==> src/rtl/bcd_digit_counter.sv <==
// bcd_digit_counter: one BCD digit (0-9) with enable, parallel load, carry pulse; down-count when BCD_DOWN_COUNT_EN.
// Latency: en/ld sampled at an edge, digit/chg/co/err registered on that edge; only ld_rdy is combinational.
// Backpressure: ld_rdy low when ld_vld is low, the value is > 9, or rst is high; rejected values set sticky err.
module bcd_digit_counter #(
  parameter logic [3:0] START = 4'd0
) (
  input  logic       clk,
  input  logic       rst,
  input  logic       en,
  input  logic       dn,
  input  logic       ld_vld,
  input  logic [3:0] ld_val,
  output logic       ld_rdy,
  output logic       b3,
  output logic       b2,
  output logic       b1,
  output logic       b0,
  output logic       chg,
  output logic       co,
  output logic       err
);

  localparam logic [3:0] START_Q = (START > 4'd9) ? 4'd0 : START;

  logic [3:0] q;
  logic [3:0] q_nxt;
  logic       co_nxt;
  logic       ld_ok;
  logic       ld_bad;
  logic [3:0] up_q;
  logic       up_co;
  logic [3:0] step_q;
  logic       step_co;

  assign ld_ok  = ld_vld && (ld_val <= 4'd9);
  assign ld_bad = ld_vld && (ld_val > 4'd9);
  assign ld_rdy = ld_ok && !rst;

  assign up_co = (q == 4'd9);
  assign up_q  = up_co ? 4'd0 : q + 4'd1;

`ifdef BCD_DOWN_COUNT_EN
  logic [3:0] down_q;
  logic       down_co;

  assign down_co = (q == 4'd0);
  assign down_q  = down_co ? 4'd9 : q - 4'd1;
  assign step_q  = dn ? down_q : up_q;
  assign step_co = dn ? down_co : up_co;
`else
  logic unused_dn;

  assign unused_dn = dn;
  assign step_q    = up_q;
  assign step_co   = up_co;
`endif

  // Any load request, legal or not, consumes the cycle: the count step is dropped.
  always_comb begin
    q_nxt  = q;
    co_nxt = 1'b0;
    if (ld_ok) begin
      q_nxt = ld_val;
    end else if (en && !ld_vld) begin
      q_nxt  = step_q;
      co_nxt = step_co;
    end
  end

  always_ff @(posedge clk) begin
    if (rst) begin
      q   <= START_Q;
      chg <= 1'b0;
      co  <= 1'b0;
      err <= 1'b0;
    end else begin
      q   <= q_nxt;
      chg <= (q_nxt != q);
      co  <= co_nxt;
      if (ld_bad) begin
        err <= 1'b1;
      end
    end
  end

  assign {b3, b2, b1, b0} = q;

endmodule
==> config.mk <==
export PLATFORM = sky130hd
export DESIGN_NAME = bcd_digit_counter
export DESIGN_NICKNAME = d
export VERILOG_FILES = /design/src/rtl/bcd_digit_counter.sv
export SDC_FILE = /design/constraint.sdc
export NUM_CORES = 1
export LEC_CHECK = 0
export CAP_MARGIN = 20
export CORE_AREA = 2 2 39 41
export DETAILED_ROUTE_END_ITERATION = 12
export DIE_AREA = 0 0 41 43
export DONT_BUFFER_PORTS = 1
export SLEW_MARGIN = 20
export SYNTH_ARGS = -nofsm -noshare
export SYNTH_HDL_FRONTEND = slang
export SYNTH_SLANG_ARGS = --single-unit
==> constraint.sdc <==
create_clock -name clk -period 1.4 [get_ports clk]
set_input_delay 0.35 -clock clk [delete_from_list [all_inputs] [get_ports clk]]
set_output_delay 0.35 -clock clk [all_outputs]
set_load 0.02 [all_outputs]
==> impl_metrics.py <==
metrics = {
    "sta": {
        "fmaxAchievable_mhz": 757,
        "tns_ns": 0,
        "finalHoldViolCount": 0,
        "rsz0062_at_grt": "no",
        "maxSlewHeadroom_pct": 80.5,
        "finClkSkew_ns": 0.00328,
        "finalSetupViolCount": 0,
        "min_period_ns": 1.32,
        "min_period_over_period_pct": 94.3,
        "whs_ns": 0.155,
        "tightest_slew_ns": 0.289,
        "final_max_slew_viol_count": 0,
    },
    "run_status": {
        "outcome": "finished clean",
    },
    "synthesis": {
        "synthesis.nets": 56,
        "synth_edf_count": 0,
        "ys_ff_latch": 7,
        "syn_area_um2": 393,
        "ys_warn_count": 0,
        "yosysSeqAreaShare_pct": 35.7,
        "yosysUniqueCellTypes": 23,
        "async_flop_share_pct": 0,
        "synth_ff_type": "dfxtp_1",
        "syn_inst": 47,
        "avgSynthCellArea_um2": 8.36,
    },
    "floorplanning": {
        "die_y_um": 43,
        "rows": 14,
        "die_area_um2": 1760,
        "chipWidth_um": 41,
        "fp.coreArea_um2": 1380,
        "io_pins": 17,
        "start_util_pct": 28.4,
    },
    "grt": {
        "grt_max_degree": 9,
        "grt_pass1_wl_um": 1460,
        "grt_overflow": 0,
        "grt.total_usage_pct": 12.9,
        "antenna_found_initial": 0,
        "first_global_vias": 357,
    },
    "worst_setup_path": {
        "crit_path_end_kind": "register",
        "worst-path-max-fanout": 4,
        "r2r_cells": 5,
        "required_ns": 1.54,
        "cp-start-kind": "register",
        "crit_type": "reg2reg",
        "cp.arrival_ns": 1.46,
        "crit_slowest_cell": "dfxtp_2",
        "slowest_delay_ns": 0.35,
        "crit_chain": "nand4b_1 -> mux2_2 -> o211ai_2 -> xnor2_1 -> a31oi_1",
    },
    "pwr": {
        "p_leak_nw": 0.191,
        "power_density_nw_per_um2": 1050,
        "ir_worst_vdd_mv": 0.353,
        "power_uw": 540,
    },
    "placement": {
        "dpl_cell_area_um2": 482,
        "gp_congestion": 0.740,
        "io_buffer_count": 0,
        "hpwl_um": 666,
    },
    "detailed_routing": {
        "num_vias": 362,
        "postRouteWirelength_um": 863,
        "viasPerCell": 4.83,
        "first_pass_iters": 2,
        "drc": 0,
        "wire_per_inst_um": 11.5,
        "ant_nets": 0,
        "dr.first_iter.drc_count": 15,
    },
    "clock_network": {
        "cts_buffers": 3,
        "clkLatencyLatePin_ns": 0.26,
        "htree_levels": 1,
        "clock-root-buffer": "clkbuf_4",
        "cts_sinks": 7,
        "clk_pin_slew_ns": 0.05,
        "post_cts_buffers": 0,
        "hold_buffers": 0,
        "cts_buffer_depth": 2,
        "cts_tree": "done",
        "cts.repair.resized": 0,
    },
    "final_layout": {
        "nets": 69,
        "antennaDiodeCount": 0,
        "fillers": 147,
        "drive_above_1_share_pct": 30.5,
        "area_delta_synth_final_pct": 31.2,
        "final_area_um2": 515,
    },
    "job": {
        "drv_cap": 0,
    },
    "min_path": {
        "holdCritPathClass": "in2reg",
        "holdPathStages": 1,
    },
}
==> logic make-up (layout without fill, tap and decap cells) <==
logic type | after synthesis | count (layout) | share of synthesized area (%)
AO/OA/AOI/OAI | 13 | 13 | 22.3
AND/OR/NAND/NOR | 19 | 19 | 26.1
multiplexers | 1 | 1 | 2.87
buffers and inverters | 2 | 14 | 1.91
XOR/XNOR | 5 | 5 | 11.1
flip-flops | 7 | 7 | 35.7
==> cell usage after synthesis (2+ instances only) <==
master | n | area, um2
a211oi_1 | 3 | 22.5
a21oi_1 | 3 | 15.0
dfxtp_1 | 7 | 140
nand2_1 | 2 | 7.51
nand2b_1 | 2 | 12.5
nor2_1 | 6 | 22.5
nor2b_1 | 3 | 18.8
o21ai_0 | 3 | 15.0
xnor2_1 | 4 | 35.0
==> where the power goes <==
part	switching [mW]	leakage [nW]	internal, mW	total, mW
combinational	0.0581	0.118	0.0589	0.117
sequential	0.0191	0.0584	0.216	0.235
clock	0.0792	0.0150	0.109	0.188
==> stage by stage <==
step	instances	setup slack, ns	utilization (%)
finish	75	0.0791	37.3
global route	75	0.0266	37.3
detailed placement	71	0.0176	34.8
global placement	71	0.0202	34.8
CTS	75	0.0597	36.7
floorplan	47	-0.00464	-
==> worst max-delay path, delay by kind of cell (launching register included) <==
family,cells,cell delay [ns]
xor gates and xnor gates,1,0.14
DFF,1,0.35
AOI/OAI and AO/OA,2,0.28
muxes,1,0.30
and+or+nand+nor,1,0.14
==> cell type report <==
| class | instances | area (um2) | share of cell area [%] |
|---|---|---|---|
| clock buffer | 4 | 26.3 | 5.10 |
| timing repair buffer | 9 | 67.6 | 13.1 |
| multi-input combinational | 38 | 255 | 49.5 |
| tap | 16 | 20.0 | 3.88 |
| inverter | 1 | 3.75 | 0.728 |
| sequential | 7 | 143 | 27.7 |
==> worst paths after layout <==
kind | start | to | slack [ns]
setup / recovery | q[1] | chg | 0.08
hold / removal | rst | q[1] | 0.16
setup reg to reg | q[1] | chg | 0.08
hold reg to reg | err | err | 0.60
==> placed cells by master, fill, tap and decap left out, types with 2 or more instances in the layout <==
master and n:
a211oi_1 3, a21oi_1 3, buf_4 9, clkbuf_4 3, dfxtp_1 5, dfxtp_2 2, nand2b_1 2, nor2_1 5
nor2b_1 3, o21ai_0 3, xnor2_1 4
==> state kept, by name, summed over array words and instances (netlist names) <==
register / flops
q: 4
chg: 1
co: 1
err: 1
==> per-layer routing <==
| layer | vias to the layer above | global-route usage, % | wire (um) |
|---|---|---|---|
| met4 | 0 | 6.00 | 14 |
| met2 | 13 | 15.6 | 362 |
| li1 | 192 | - | - |
| met5 | - | 0 | 0 |
| met3 | 2 | 8.38 | 67 |
| met1 | 155 | 17.0 | 419 |
No activity file was read; power rests on OpenSTA's default activity.
